==> src/rtl/alu_share_arbiter.sv <==
// Round-robin arbiter sharing one combinational ALU among NREQ requesters.
// Define ALU_ARB_FIXED_PRIO_EN for fixed lowest-index-wins priority.
module alu_share_arbiter #(
    parameter int NREQ = 2,
    parameter int IDW  = 1
) (
    input  logic                 clk,
    input  logic                 rst_n,
    input  logic [NREQ-1:0]      req_valid,
    output logic [NREQ-1:0]      req_ready,
    input  logic [4*NREQ-1:0]    req_op,
    input  logic [32*NREQ-1:0]   req_a,
    input  logic [32*NREQ-1:0]   req_b,
    output logic [31:0]          alu_srca,
    output logic [31:0]          alu_srcb,
    output logic [3:0]           alu_ctrl,
    input  logic [31:0]          alu_result,
    input  logic                 alu_zero,
    input  logic                 alu_lt,
    input  logic                 alu_ltu,
    output logic                 rsp_valid,
    input  logic                 rsp_ready,
    output logic [IDW-1:0]       rsp_id,
    output logic [31:0]          rsp_result,
    output logic [2:0]           rsp_flags,
    output logic                 rsp_err
);

    typedef enum logic {EMPTY = 1'b0, FULL = 1'b1} state_e;

    state_e          state_q, state_d;
    logic [IDW-1:0]  ptr;
    logic [NREQ-1:0] rot;
    logic            gnt_any, grant, can_accept, illegal;
    logic [IDW-1:0]  gnt_idx, sel;
    logic [2:0]      flags_m;

    logic [IDW-1:0]  rsp_id_q, rsp_id_d;
    logic [31:0]     rsp_result_q, rsp_result_d;
    logic [2:0]      rsp_flags_q, rsp_flags_d;
    logic            rsp_err_q, rsp_err_d;

`ifdef ALU_ARB_FIXED_PRIO_EN
    assign ptr = '0;
`else
    logic [IDW-1:0] rr_ptr_q, rr_ptr_d;

    assign ptr      = rr_ptr_q;
    assign rr_ptr_d = grant ? IDW'((int'(gnt_idx) + 1) % NREQ) : rr_ptr_q;

    always_ff @(posedge clk or negedge rst_n) begin
        if (!rst_n) rr_ptr_q <= '0;
        else        rr_ptr_q <= rr_ptr_d;
    end
`endif

    // Rotate so bit 0 is the requester at the search start.
    assign rot = NREQ'({req_valid, req_valid} >> ptr);

    always_comb begin
        gnt_any = 1'b0;
        gnt_idx = '0;
        for (int k = 0; k < NREQ; k++) begin
            if (!gnt_any && rot[k]) begin
                gnt_any = 1'b1;
                gnt_idx = IDW'((int'(ptr) + k) % NREQ);
            end
        end
    end

    assign can_accept = (state_q == EMPTY) | rsp_ready;
    assign grant      = can_accept & gnt_any;
    assign sel        = grant ? gnt_idx : ptr;

    always_comb begin
        req_ready = '0;
        alu_srca  = '0;
        alu_srcb  = '0;
        alu_ctrl  = '0;
        for (int i = 0; i < NREQ; i++) begin
            if (grant && gnt_idx == IDW'(i)) req_ready[i] = 1'b1;
            if (sel == IDW'(i)) begin
                alu_srca = req_a[32*i +: 32];
                alu_srcb = req_b[32*i +: 32];
                alu_ctrl = req_op[4*i +: 4];
            end
        end
    end

    assign illegal = alu_ctrl >= 4'b1010;
    assign flags_m = {(alu_ctrl == 4'b0110) & alu_ltu,
                      (alu_ctrl == 4'b0101) & alu_lt,
                      (alu_ctrl == 4'b0001) & alu_zero};

    always_comb begin
        state_d = state_q;
        unique case (state_q)
            EMPTY: if (grant) state_d = FULL;
            FULL:  if (rsp_ready && !grant) state_d = EMPTY;
        endcase
    end

    always_comb begin
        rsp_id_d     = rsp_id_q;
        rsp_result_d = rsp_result_q;
        rsp_flags_d  = rsp_flags_q;
        rsp_err_d    = rsp_err_q;
        if (grant) begin
            rsp_id_d     = gnt_idx;
            rsp_result_d = illegal ? 32'd0 : alu_result;
            rsp_flags_d  = illegal ? 3'd0 : flags_m;
            rsp_err_d    = illegal;
        end
    end

    always_ff @(posedge clk or negedge rst_n) begin
        if (!rst_n) begin
            state_q      <= EMPTY;
            rsp_id_q     <= '0;
            rsp_result_q <= '0;
            rsp_flags_q  <= '0;
            rsp_err_q    <= 1'b0;
        end else begin
            state_q      <= state_d;
            rsp_id_q     <= rsp_id_d;
            rsp_result_q <= rsp_result_d;
            rsp_flags_q  <= rsp_flags_d;
            rsp_err_q    <= rsp_err_d;
        end
    end

    assign rsp_valid  = (state_q == FULL);
    assign rsp_id     = rsp_id_q;
    assign rsp_result = rsp_result_q;
    assign rsp_flags  = rsp_flags_q;
    assign rsp_err    = rsp_err_q;

endmodule

==> config.mk <==
export PLATFORM = sky130hd
export DESIGN_NAME = alu_share_arbiter
export DESIGN_NICKNAME = d
export VERILOG_FILES = /design/src/rtl/alu_share_arbiter.sv
export SDC_FILE = /design/constraint.sdc
export NUM_CORES = 1
export LEC_CHECK = 0
export BUFFER_PORTS_ARGS = -buffer_cell sky130_fd_sc_hd__buf_4
export CORE_AREA = 4 4 108 110
export CTS_CLUSTER_SIZE = 8
export DETAILED_ROUTE_END_ITERATION = 12
export DIE_AREA = 0 0 112 114
export PLACE_DENSITY = 0.65
export RECOVER_POWER = 100
export SYNTH_ARGS = -nofsm -noshare
export SYNTH_HDL_FRONTEND = slang
export SYNTH_SLANG_ARGS = --single-unit
==> constraint.sdc <==
create_clock -name clk -period 1.5 [get_ports clk]
set_input_delay 0.075 -clock clk [delete_from_list [all_inputs] [get_ports clk]]
set_output_delay 0.075 -clock clk [all_outputs]
set_load 0.05 [all_outputs]
==> impl_metrics.env <==
export IMPL_outcome="complete, but fails checks"
export IMPL_violations="negative setup slack"
export IMPL_slew_viol_final=0
export IMPL_grt_max_degree=40
export IMPL_cp_required_ns=1.42
export IMPL_num_antenna_cells=0
export IMPL_syn_to_final_growth_pct=139
export IMPL_synth_xor_area_frac=0
export IMPL_synthAdderAreaFrac=0
export IMPL_ys_ff_latch=39
export IMPL_cp_common_cell="buf_6"
export IMPL_rsz0062_at_grt="yes"
export IMPL_end_kind="output port"
export IMPL_vdd_drop_max_mv=0.644
export IMPL_hpwlAfterDp_um=10100
export IMPL_htreeDepth=2
export IMPL_die_y_um=114
export IMPL_tightest_slew_ns=0.949
export IMPL_drcViolationCount=0
export IMPL_startpoint_type="flop"
export IMPL_worst_path_largest_cell_delay_ns=0.38
export IMPL_drt_iter0_drc=72
export IMPL_synth_compound_area_frac=0.161
export IMPL_finalNetCount=692
export IMPL_yosysUniqueCellTypes=28
export IMPL_crit_type="flop to output port"
export IMPL_tns_ns=-38.39
export IMPL_numClockSinks=39
export IMPL_layout_drive_gt1_share=0.709
export IMPL_yosys_area_share_simple=0.0492
export IMPL_finalSetupViolCount=105
export IMPL_skew_ns=0.00853
export IMPL_num_io_pins=284
export IMPL_die_width_um=112
export IMPL_dp_slack_ns=-0.212
export IMPL_hold_viol=0
export IMPL_ys_warnings_count=0
export IMPL_placed_area_um2=4910
export IMPL_crit_family="buffers and inverters"
export IMPL_crit_chain="nor2b_4 > o21ai_4 > nor2_4 > buf_6 > clkbuf_16 > mux2_2 > buf_6"
export IMPL_p_clk_frac=0.124
export IMPL_antenna_found_initial=0
export IMPL_path_max_fanout=9
export IMPL_clk_latency_ns=0.29
export IMPL_arrival_ns=1.91
export IMPL_p_seq_frac=0.216
export IMPL_critPathBufInv=3
export IMPL_final_util=0.529
export IMPL_root_buffer="clkbuf_8"
export IMPL_syn_avg_cell_area_um2=12.5
export IMPL_syn_nets=366
export IMPL_initial_core_util=0.221
export IMPL_routed_wl_um=13300
export IMPL_grt_overflow=0
export IMPL_io_buffers=283
export IMPL_die_area_um2=12800
export IMPL_grt_pass1_vias=3196
export IMPL_power_internal_mw=3.25
export IMPL_grtUsageTotal=0.180
export IMPL_leakage_nw=2.83
export IMPL_drtAntennaViolNets=0
export IMPL_p_sw_mw=2.73
export IMPL_synth_area_mux_share=0.332
export IMPL_firstDrtPassIters=4
export IMPL_power_mw=5.99
export IMPL_wire_per_inst_um=20.3
export IMPL_rows=38
export IMPL_ys_seq_area_frac=0.412
export IMPL_clk_path_buf_depth=2
export IMPL_power_density_nw_per_um2=1060
export IMPL_synth_area_um2=2370
export IMPL_cts_clk_slew_worst_paths_ns=0.08
export IMPL_cts_tree="done"
export IMPL_stdcell_area_um2=5660
export IMPL_slowest_stage="dfrtp_2"
export IMPL_layout_setup_ws_ns=-0.487
export IMPL_timing_final_crit_share=1.32
export IMPL_final_min_clock_period_ns=1.99
export IMPL_cts_buffers=5
export IMPL_combPwrFrac=0.660
export IMPL_worst_r2r_setup_slack_ns=-0.32
export IMPL_coreArea_um2=10700
export IMPL_grt_pass1_wl_um=18100
export IMPL_synth_top_family_by_area="multiplexers"
export IMPL_vias_per_cell=4.50
export IMPL_max_cap_violations=0
export IMPL_hp_class="primary input to flop"
export IMPL_p_sw_frac=0.456
export IMPL_maxClockFrequency_mhz=503
export IMPL_netlist_instances=190
export IMPL_timing_max_slew_rel_slack=0.367
export IMPL_place_congestion=0.961
export IMPL_num_vias=2954
[timing repair]
item	in CTS	in global routing
hold buffers	17	1
hold endpoints to repair	55	1
pin swaps	1	2
buffers inserted	3	5
setup endpoints to repair	106	106
resized for setup	76	23
gates cloned	1	6
[final cells by class]
| class | count | area [µm²] |
|---|---|---|
| clock buffers | 6 | 82.6 |
| multi-input cells | 132 | 1450 |
| repair buffers | 333 | 2940 |
| inverters | 5 | 21.3 |
| flip-flops and latches | 39 | 977 |
| clock inverters | 1 | 8.76 |
| fillers | 941 | 5040 |
| well taps | 140 | 175 |
[metal layers]
layer	up-vias	share of wire	track usage
met2	150	0.55	0.343
met1	1418	0.37	0.198
met4	0	0.017	0.0441
met3	16	0.068	0.0467
met5	-	0	0
li1	1370	-	-
[worst register-to-register path, stage by stage, from the launching register on]
cell and delay [ns]:
dfrtp_2 0.38, nor2b_4 0.17, o21ai_4 0.08, nor2_4 0.16, buf_12 0.17, buf_4 0.15
mux2i_4 0.27, inv_4 0.06, o41ai_2 0.29
[power by group through the flow]
stage                     Sequential [mW]  Clock, mW  Combinational, mW
after global placement               1.32          0               3.52
after detailed placement             1.31          0               3.55
after global routing                 1.31      0.809               4.10
after CTS                            1.30      0.767               3.84
after floorplan                      1.83          0               1.73
final                                1.30      0.741               3.95
[path summary, 6_finish.rpt]
kind | start | end | depth (start not counted)
min reg2reg | rsp_flags[1] | rsp_flags[1] | 2
max in group asynchronous | rst_n | rsp_valid | 2
min | alu_result[12] | rsp_result[12] | 2
max reg2reg | rsp_valid | rsp_flags[0] | 8
max | rsp_valid | alu_srcb[16] | 7
min in group asynchronous | rst_n | rsp_result[27] | 2
[kinds of logic after synthesis]
family	after synthesis
compound gates	44
flops	39
simple gates	18
buf+inv	19
mux	70
[flip-flops by register name, indices dropped and copies added (netlist names)]
register	count
ptr	1
rsp_err	1
rsp_flags	3
rsp_id	1
rsp_result	32
rsp_valid	1
[stage by stage]
stage,instances,hold slack [ns]
5_1_grt,656,0.0000423
3_3_place_gp,616,0.0697
4_1_cts,644,0.000343
2_1_floorplan,190,-0.221
6_report,656,0.00337
3_5_place_dp,616,0.0785
[synth_stat cells, drive strengths merged]
library cell,n,area [µm²]
o221ai,1,8.76
nand2,5,18.8
buf,10,73.8
nand2b,3,18.8
nor2,1,11.3
a21o,2,15.0
mux2,67,754
dfrtp,39,976
a21oi,3,18.8
nor2b,1,6.26
a22o,32,280
or3,1,6.26
clkbuf,4,15.0
mux2i,3,30.0
inv,5,18.8
o41ai,2,32.5
nor3,3,15.0
o31ai,1,7.51
and3,1,6.26
o21ai,3,18.8
nor3b,3,33.8
[layout by cell type, fill, tap and decap left out, types with 2 or more instances in the layout]
cell | netlist | final
clkbuf_16 | 0 | 5
dlygate4sd3_1 | 0 | 18
clkbuf_8 | 0 | 6
clkbuf_2 | 0 | 2
a22o_1 | 32 | 32
dfrtp_1 | 39 | 38
inv_1 | 5 | 4
o21ai_4 | 0 | 2
buf_8 | 0 | 11
buf_12 | 0 | 9
nor3_1 | 3 | 3
clkbuf_1 | 4 | 37
mux2_2 | 57 | 38
o41ai_2 | 2 | 2
a21o_1 | 2 | 2
nand2_1 | 5 | 5
nor3b_1 | 2 | 2
mux2i_1 | 3 | 2
buf_4 | 2 | 188
nand2b_1 | 3 | 2
buf_6 | 3 | 62
mux2_4 | 0 | 29
Power figures use the tool's default switching activity.
